<file path="config.mk">
export PLATFORM = sky130hd
export DESIGN_NAME = biu_arbiter
export DESIGN_NICKNAME = d
export VERILOG_FILES = /design/src/rtl/biu_arbiter_pkg.sv /design/src/rtl/biu_arbiter_rr_pick.sv /design/src/rtl/biu_arbiter.sv
export SDC_FILE = /design/constraint.sdc
export NUM_CORES = 1
export LEC_CHECK = 0
export ABC_AREA = 1
export ABC_CLOCK_PERIOD_IN_PS = 4650
export CORE_MARGIN = 10
export CORE_UTILIZATION = 30
export DETAILED_ROUTE_END_ITERATION = 7
export PLACE_DENSITY = 0.64
export SETUP_SLACK_MARGIN = 0.2
export SLEW_MARGIN = 20
export SYNTH_ARGS = -nofsm -noshare
export SYNTH_HDL_FRONTEND = slang
export SYNTH_SLANG_ARGS = --single-unit
</file>
<file path="constraint.sdc">
create_clock -name clk_i -period 4.65 [get_ports clk_i]
set_input_delay 0.93 -clock clk_i [delete_from_list [all_inputs] [get_ports clk_i]]
set_output_delay 0.93 -clock clk_i [all_outputs]
set_load 0.05 [all_outputs]
</file>
<file path="src/rtl/biu_arbiter_pkg.sv">
// rtl/biu_arbiter_pkg.sv - shared types and constants for the BIU arbiter
//
// Holds the arbiter FSM state encoding, the requester index constants and
// the BIU select code used by the instruction fetch path.
package biu_arbiter_pkg;

  typedef enum logic [1:0] {
    ST_IDLE  = 2'd0,
    ST_ISSUE = 2'd1,
    ST_WAIT  = 2'd2,
    ST_HOLD  = 2'd3
  } state_e;

  localparam int unsigned NREQ = 3;

  // Requester indices: bit position in req/lock/gnt/done.
  localparam logic [1:0] REQ_FCU = 2'd0;
  localparam logic [1:0] REQ_EXU = 2'd1;
  localparam logic [1:0] REQ_PER = 2'd2;

  // BIU select code for an instruction fetch.
  localparam logic [1:0] SEL_FETCH = 2'b11;

  // One-hot requester vector to index; zero maps to FCU (callers only use
  // the result when the vector is non-zero).
  function automatic logic [1:0] onehot_to_idx(input logic [2:0] oh);
    case (oh)
      3'b010:  return REQ_EXU;
      3'b100:  return REQ_PER;
      default: return REQ_FCU;
    endcase
  endfunction

endpackage

</file>
<file path="src/rtl/biu_arbiter_rr_pick.sv">
// rtl/biu_arbiter_rr_pick.sv - combinational round-robin winner select
//
// Ports:
//   req_i        [2:0]  active requests
//   last_owner_i [1:0]  index of the previous owner; search starts one past it
//   winner_o     [2:0]  one-hot winner, zero when no request is active
import biu_arbiter_pkg::*;

module rr_pick (
  input  logic [2:0] req_i,
  input  logic [1:0] last_owner_i,
  output logic [2:0] winner_o
);

  always_comb begin
    winner_o = 3'b000;
    case (last_owner_i)
      REQ_FCU: begin
        if      (req_i[1]) winner_o = 3'b010;
        else if (req_i[2]) winner_o = 3'b100;
        else if (req_i[0]) winner_o = 3'b001;
      end
      REQ_EXU: begin
        if      (req_i[2]) winner_o = 3'b100;
        else if (req_i[0]) winner_o = 3'b001;
        else if (req_i[1]) winner_o = 3'b010;
      end
      default: begin
        if      (req_i[0]) winner_o = 3'b001;
        else if (req_i[1]) winner_o = 3'b010;
        else if (req_i[2]) winner_o = 3'b100;
      end
    endcase
  end

endmodule

</file>
<file path="src/rtl/biu_arbiter.sv">
// rtl/biu_arbiter.sv - three-requester round-robin arbiter for a single BIU
//
// Ports:
//   clk_i, rst_ni          clock, asynchronous active-low reset
//   req_i, lock_i  [2:0]   per-requester request / keep-grant-for-next-beat
//   sel_req_i      [5:0]   2-bit BIU select per requester
//   addr_req_i     [47:0]  16-bit address per requester
//   ready_biu_i, bus_i     BIU beat-complete strobe and read data
//   cs_biu_o, sel_biu_o, addr_biu_o  BIU request side
//   gnt_o, done_o  [2:0]   one-hot owner, one-cycle completion pulse
//   err_o                  one-cycle timeout abort pulse
//   rdata_o        [15:0]  bus value captured at beat completion
//   busy_o                 FSM not idle
import biu_arbiter_pkg::*;

module biu_arbiter #(
  parameter int TIMEOUT   = 16,
  parameter int BURST_MAX = 4
) (
  input  logic        clk_i,
  input  logic        rst_ni,
  input  logic [2:0]  req_i,
  input  logic [2:0]  lock_i,
  input  logic [5:0]  sel_req_i,
  input  logic [47:0] addr_req_i,
  input  logic        ready_biu_i,
  input  logic [15:0] bus_i,
  output logic        cs_biu_o,
  output logic [1:0]  sel_biu_o,
  output logic [15:0] addr_biu_o,
  output logic [2:0]  gnt_o,
  output logic [2:0]  done_o,
  output logic        err_o,
  output logic [15:0] rdata_o,
  output logic        busy_o
);

  localparam int TW = $clog2(TIMEOUT + 1);
  localparam int BW = $clog2(BURST_MAX + 1);

  state_e         state_q;
  logic           cs_q;
  logic [1:0]     sel_q;
  logic [15:0]    addr_q;
  logic [2:0]     gnt_q;
  logic [2:0]     done_q;
  logic           err_q;
  logic [15:0]    rdata_q;
  logic           busy_q;
  logic [1:0]     last_q;
  logic [BW-1:0]  beats_q;
  logic [TW-1:0]  tmo_q;

  logic [2:0]     pick_d;
  logic [1:0]     pick_idx;
  logic [1:0]     owner_idx;

  rr_pick u_rr_pick (
    .req_i        (req_i),
    .last_owner_i (last_q),
    .winner_o     (pick_d)
  );

  assign pick_idx  = onehot_to_idx(pick_d);
  assign owner_idx = onehot_to_idx(gnt_q);

  always_ff @(posedge clk_i or negedge rst_ni) begin
    if (!rst_ni) begin
      state_q <= ST_IDLE;
      cs_q    <= 1'b0;
      sel_q   <= '0;
      addr_q  <= '0;
      gnt_q   <= '0;
      done_q  <= '0;
      err_q   <= 1'b0;
      rdata_q <= '0;
      busy_q  <= 1'b0;
      last_q  <= REQ_PER;
      beats_q <= '0;
      tmo_q   <= '0;
    end else begin
      done_q <= '0;
      err_q  <= 1'b0;
      case (state_q)
        ST_IDLE: begin
          cs_q  <= 1'b0;
          gnt_q <= '0;
          if (|req_i) begin
            gnt_q   <= pick_d;
            sel_q   <= sel_req_i[{pick_idx, 1'b0} +: 2];
            addr_q  <= addr_req_i[{pick_idx, 4'b0000} +: 16];
            cs_q    <= 1'b1;
            busy_q  <= 1'b1;
            state_q <= ST_ISSUE;
          end
        end
        ST_ISSUE: begin
          tmo_q   <= '0;
          state_q <= ST_WAIT;
        end
        ST_WAIT: begin
          if (ready_biu_i) begin
            rdata_q <= bus_i;
            done_q  <= gnt_q;
            beats_q <= beats_q + BW'(1);
            cs_q    <= 1'b0;
            state_q <= ST_HOLD;
          end else begin
            tmo_q <= tmo_q + TW'(1);
            // Counter hits TIMEOUT on this edge: abort without touching rdata.
            if (tmo_q == TW'(TIMEOUT - 1)) begin
              err_q   <= 1'b1;
              cs_q    <= 1'b0;
              gnt_q   <= '0;
              beats_q <= '0;
              last_q  <= owner_idx;
              busy_q  <= 1'b0;
              state_q <= ST_IDLE;
            end
          end
        end
        ST_HOLD: begin
          if (lock_i[owner_idx] && (beats_q < BW'(BURST_MAX))) begin
            sel_q   <= sel_req_i[{owner_idx, 1'b0} +: 2];
            addr_q  <= addr_req_i[{owner_idx, 4'b0000} +: 16];
            cs_q    <= 1'b1;
            state_q <= ST_ISSUE;
          end else begin
            // Recording the owner makes it rank last in the next search.
            last_q  <= owner_idx;
            gnt_q   <= '0;
            beats_q <= '0;
            busy_q  <= 1'b0;
            state_q <= ST_IDLE;
          end
        end
        default: begin
          cs_q    <= 1'b0;
          gnt_q   <= '0;
          busy_q  <= 1'b0;
          state_q <= ST_IDLE;
        end
      endcase
    end
  end

  assign cs_biu_o   = cs_q;
  assign sel_biu_o  = sel_q;
  assign addr_biu_o = addr_q;
  assign gnt_o      = gnt_q;
  assign done_o     = done_q;
  assign err_o      = err_q;
  assign rdata_o    = rdata_q;
  assign busy_o     = busy_q;

endmodule

</file>
# Yosys cells after proc, flatten, opt, wreduce, memory -nomap -nowiden
# Index checks and enable logic that the tools add are counted.
totals:
  regBits: 55
  input_bits: 79
op_classes:
  addsub: 2
  magnitude_cmp: 2
  eq_ne: 15
  n_shift: 4
  muxes: 52
  n_reduce_logical: 17
op_table:
  columns: ["cell", "n"]
  rows:
  - ["48-bit by 7-bit indexed part select with 16-bit output", 2]
  - ["3-bit two-way mux", 14]
  - ["16-bit two-way mux", 2]
  - ["16-bit one-hot mux with 2 select lines", 1]
  - ["2-bit two-way mux", 9]
  - ["2-bit one-hot mux with 2 select lines", 4]
  - ["1-bit two-way mux", 13]
  - ["3-bit one-hot mux with 2 select lines", 2]
  - ["6-bit by 4-bit indexed part select with 2-bit output", 2]
  - ["2-bit != test, second input constant", 5]
  - ["5-bit one-hot mux with 2 select lines", 1]
  - ["3-bit one-hot mux with 3 select lines", 1]
  - ["3-bit AND reduction", 3]
  - ["2-bit one-hot mux with 4 select lines", 1]
  - ["4-bit AND reduction", 2]
  - ["3-bit by 2-bit == test with 1-bit output, second input constant", 2]
  - ["3-bit == test, second input constant", 2]
  - ["1-bit one-hot mux with 3 select lines", 2]
  - ["2-bit AND reduction", 3]
  - ["2-bit nonzero test", 3]
  - ["5-bit by 1-bit adder with 5-bit output, second input constant", 1]
  - ["5-bit by 4-bit == test with 1-bit output, second input constant", 1]
  - ["5-bit two-way mux", 1]
  - ["5-bit AND reduction", 1]
  - ["other kinds (11)", 14]

# Longest topological paths before layout
depth:
  ltp_word: 9
  ltp_mapped: 11
  depth_no_buf: 10

# Hierarchy
# Synthesis repeated with hierarchy kept, for this count alone.
unflattened:
  cells_unflattened: 430
  hier_area_um2: 3345.7
by_module_without_submodules:
  columns: ["module", "n_inst", "cells_each", "area_per_inst_um2", "seq_area_each_um2"]
  rows:
  - ["biu_arbiter", 1, 415, 3266.9, 1377.6]
  - ["rr_pick", 1, 15, 78.8, 0.0]

# Worst setup path before layout
# Ideal clock, no wire load.
synth_timing:
  path_kind: "input -> register"
  startpoint: "input port req_i[2]"
  endpoint: "register addr_q[14], in the netlist addr_biu_o[14]"
  arrival_time_ns: 1.748
  required_time_ns: 4.532
  slack_ns: 2.784
  path_stages: 10
  path_buffers: 1
  path_cell_list: "nand2_1 > nand2_1 > nand3_4 > nand2_4 > buf_2 > nand2_1 > nand3_1 > nand2_1 > nand2_1 > nand2_1"
synth_between:
  elab_chain_cells: 9
  elab_cells_between_ends: 16
  classes_between: "3 x eq/ne; 1 x shift; 10 x mux; 2 x reduce/logical"
synth_lines:
  columns: ["element", "line", "text"]
  rows:
  - ["start: declaration", "biu_arbiter.sv:22", "input logic [2:0] req_i,"]
  - ["3-bit two-way mux", "biu_arbiter_rr_pick.sv:31", "else if (req_i[2]) winner_o = 3'b100;"]
  - ["3-bit two-way mux", "biu_arbiter_rr_pick.sv:30", "else if (req_i[1]) winner_o = 3'b010;"]
  - ["3-bit two-way mux", "biu_arbiter_rr_pick.sv:29", "if (req_i[0]) winner_o = 3'b001;"]
  - ["3-bit one-hot mux with 2 select lines", "biu_arbiter_rr_pick.sv:17", "case (last_owner_i)"]
  - ["3-bit == test / 3-bit by 2-bit == test with 1-bit output (equally long branches)", "biu_arbiter_pkg.sv:27", "case (oh)"]
  - ["2-bit one-hot mux with 2 select lines", "biu_arbiter_pkg.sv:27", null]
  - ["48-bit by 7-bit indexed part select with 16-bit output", "biu_arbiter.sv:91", "addr_q <= addr_req_i[{pick_idx, 4'b0000} +: 16];"]
  - ["16-bit two-way mux", "biu_arbiter.sv:88", "if (|req_i) begin"]
  - ["16-bit one-hot mux with 2 select lines", "biu_arbiter.sv:84", "case (state_q)"]
  - ["end signal: assignment", "biu_arbiter.sv:91", null]
  - ["end signal: assignment", "biu_arbiter.sv:125", "addr_q <= addr_req_i[{owner_idx, 4'b0000} +: 16];"]
  - ["end: declaration", "biu_arbiter.sv:44", "logic [15:0] addr_q;"]
# Parallel ways exist; a longest one is shown, timed or not. The select of a mux whose other input is x is not followed.
# A chain may end at the register's enable or synchronous reset.

# Final worst setup path
layout_timing:
  startpoint: "register gnt_q[1], in the netlist gnt_o[1]"
  endpoint: "output port gnt_o[1]"
layout_lines:
  columns: ["element", "line", "text"]
  rows:
  - ["start: declaration", "biu_arbiter.sv:45", "logic [2:0] gnt_q;"]
  - ["start signal: assignment", "biu_arbiter.sv:89", "gnt_q <= pick_d;"]
  - ["end: declaration", "biu_arbiter.sv:31", "output logic [2:0] gnt_o,"]
# No word-level cell between the ends.

==> summary.txt <==
Layout
  – Diode count: 0
  – Storage element area: roughly 1400 sq um
  – NumNets Final: a little under 600
  – Share of cells above drive strength 1: around 6.2%
  – Area occupied by multi-input gates: 1360 sq um
  – FILL cells: ~1000
  – Area Growth Syn to Fin: 46.2%
  – Cell area after layout: 4410 sq um

Critical path
  – CP Launch Type: register
  – CP max FO: 5
  – CP Cell Sequence: clkdlybuf4s50_1
  – WS Path Type: register to output port
  – RR Startpoint: state_q[1]$_DFFE_PN0P_
  – Max incr delay on CP: 0.87 ns
  – CP delay by family, top: buffers and inverters
  – Crit path DAT: 1.63 ns
  – CP endpoint kind: output port
  – Worst reg2reg setup slack: 2.67 ns
  – Critical Path Slowest Stage Cell: clkdlybuf4s50_1
  – CP Depth: 1
  – Crit path buf inv count: 1
  – FF-to-FF End: beats_q[0]$_DFFE_PN0P_
  – Worst reg-to-reg path cell count: 5
  – Required time of the critical path: 3.72 ns

Die
  – Die area: 14500 sq um
  – Die Ht: about 120 um
  – Core Rows: 36
  – Core area: 9770 sq um
  – Initial Util: 30.8%
  – Die X: 120 um
  – Boundary pin count: about 120

Routing
  – Via count: 2910
  – Detailed-route wire length: 9120 um
  – ANT nets after route: 0
  – Drc violations: 0
  – DRT Pass-1 Iters: 4
  – 1st-iter DRT viols: 176
  – DR vias/cell: 4.50
  – WL/cell: 14.1 um

Synthesis
  – Synth cell types: 31
  – Dominant cells by area after synthesis: dfrtp_1, nand2_1, nand3_1
  – Post-synthesis xor/xnor area fraction: 0.291%
  – Main synth FF type: dfrtp_1
  – Mux cell area share after synthesis: 0%
  – Number of synthesis warnings: 0
  – Post-synthesis cell count: 397
  – Largest family of logic cells by synthesized area: simple AND/OR/NAND/NOR gates
  – Net count after synthesis: 479
  – Synthesis-stage register bit count: 55
  – Most common cell in the netlist: nand2_1
  – Async SR Flop Fraction: 100%
  – Post-Synth Adder-Cell Area: 1.25%
  – Post-Synth Simple-Gate Area: approximately 41%
  – Mean instance size in the synthesized netlist: about 7.6 sq um
  – Post-synth EDFFs: 0
  – Top cells by count, synth: nand2_1, dfrtp_1, nand3_1
  – Post-Syn Area: about 3000 sq um
  – Synth Area in Compound Gates: 2.91%
  – Yosys top cell area share: 44.9%
  – Sequential share of the synthesized area: 45.7%
  – Area leader, netlist: dfrtp_1

Worst hold path
  – Worst Hold End: cs_biu_o$_DFFE_PN0P_
  – HP Start: cs_biu_o$_DFFE_PN0P_
  – Worst Hold Class: register to register
  – Worst hold path cell count: 2

Timing
  – Fin crit period: 2.56 ns
  – Maximum clock frequency: 0.390 GHz
  – Setup_tns: 0 ns
  – Post-Route Skew: 0.00882 ns
  – Final Slew Violations: 0
  – Final setup violating endpoints: 0
  – Worst slew margin: a little under half
  – Final Hold Viols: 0
  – Tcrit/Tclk final: 55.1%
  – RSZ-0062 raised after global routing: false
  – Measured slew at the worst slew-check pin: 0.786 ns

Place
  – Port buffer count: around 120
  – Dpl hpwl: between 6000 and 7000 um
  – Placer Congestion: 0.815
  – Post-Place Cell Area: 4290 sq um

Clocking
  – Worst skew pair latency: 0.32 ns
  – Post-CTS sizing: 0
  – Inserted Clock Buffers: 5
  – Post-CTS Hold Fix Bufs: 0
  – Clock root buffer: clkbuf_8
  – Max Root-Sink Buffers: 2
  – Clock sinks: 55
  – CTS H-tree lvls: 2
  – Clk slew on worst S/H paths: 0.10 ns
  – Postcts setup bufs: 0
  – CTS tree: done

Power and ir drop
  – Max VDD drop: 0.331 mV
  – P_leak: 2.18 nW
  – PD cells: around 690 nW/um^2

GRT
  – First-pass GRT wire length: 14700 um
  – GRT Resource Usage Total: 12.2%
  – Initial antenna violation count: 0
  – Largest net degree at the start of global routing: 56
  – GRT overflow: 0
  – Number of global-route vias before repair: approximately 2900

Status
  – Status: complete, no violations

Run
  – Number of max-cap violations: 0
[flip-flops by register name, indices dropped and copies added, names as in the netlist]
name	cells
cs_biu_o	1
beats_q	3
state_q	2
err_o	1
tmo_q	5
rdata_o	16
done_o	3
sel_biu_o	2
addr_biu_o	16
busy_o	1
last_q	2
gnt_o	3
[per-layer routing]
metal	part of all wire, %	global-route usage [%]
met5	0	0
met4	0.67	2.49
met3	6.5	3.77
met2	49	20.3
met1	43	15.4
[layout by cell type (no fill, tap or decap)]
master and n:
nor3_1 2, ha_1 3, o21ai_1 1, a22o_1 1
clkinv_4 1, nand2_1 166, o21ai_0 8, nor2_1 14
clkbuf_8 5, dfrtp_1 54, inv_6 1, inv_4 3
nand3_1 48, or2_2 1, buf_4 1, nand3_2 1
a32o_1 1, o21a_1 1, clkdlybuf4s50_1 120, a21oi_1 2
nand4_1 2, buf_2 1, inv_2 4, nand2_4 6
o22ai_1 1, xnor2_1 1, bufinv_16 1, nand3_4 2
nor2_2 2, inv_1 37, nand3b_1 19, nand2_2 2
dfstp_2 1
[final cells by class]
class | instances | area share (%)
Tap cell | 133 | 3.78
Clock inverter | 3 | 1.08
Multi-Input combinational cell | 284 | 30.8
Clock buffer | 5 | 1.56
Timing Repair Buffer | 122 | 27.5
Sequential cell | 55 | 31.3
Inverter | 44 | 3.92
[logic make-up after synthesis]
family / count (synthesis)
simple gates: 265
fa+ha+maj: 3
flops: 55
compound gates: 15
xor+xnor: 1
buf+inv: 58
[per-stage QoR]
step           utilization, %  hold slack [ns]  cells  setup WS, ns  power [mW]
4_1_cts                  45.1            0.496    646          2.06        3.09
3_3_place_gp             43.9            0.460    638          1.87        2.73
3_5_place_dp             43.9            0.468    638          1.87        2.75
5_1_grt                  45.1            0.520    646          2.01        3.30
2_1_floorplan               -            0.446    397          2.78        2.21
6_report                 45.1            0.488    646          2.09        3.05
[how the worst max path moves through the flow]
stage,from,to
6_report,gnt_o[1]$_DFFE_PN0P_,gnt_o[1]
2_1_floorplan,req_i[2],addr_biu_o[14]$_DFFE_PN0P_
3_3_place_gp,req_i[2],addr_biu_o[11]$_DFFE_PN0P_
5_1_grt,gnt_o[1]$_DFFE_PN0P_,gnt_o[1]
4_1_cts,gnt_o[1]$_DFFE_PN0P_,gnt_o[1]
3_5_place_dp,req_i[2],addr_biu_o[11]$_DFFE_PN0P_
[where the power goes]
| group | leakage, nW | internal (mW) | total [mW] | switching [mW] |
|---|---|---|---|---|
| logic | 1.42 | 0.612 | 1.91 | 1.30 |
| clock network | 0.0587 | 0.164 | 0.332 | 0.168 |
| registers | 0.698 | 0.676 | 0.804 | 0.128 |
No activity file was read; power rests on OpenSTA's default activity.
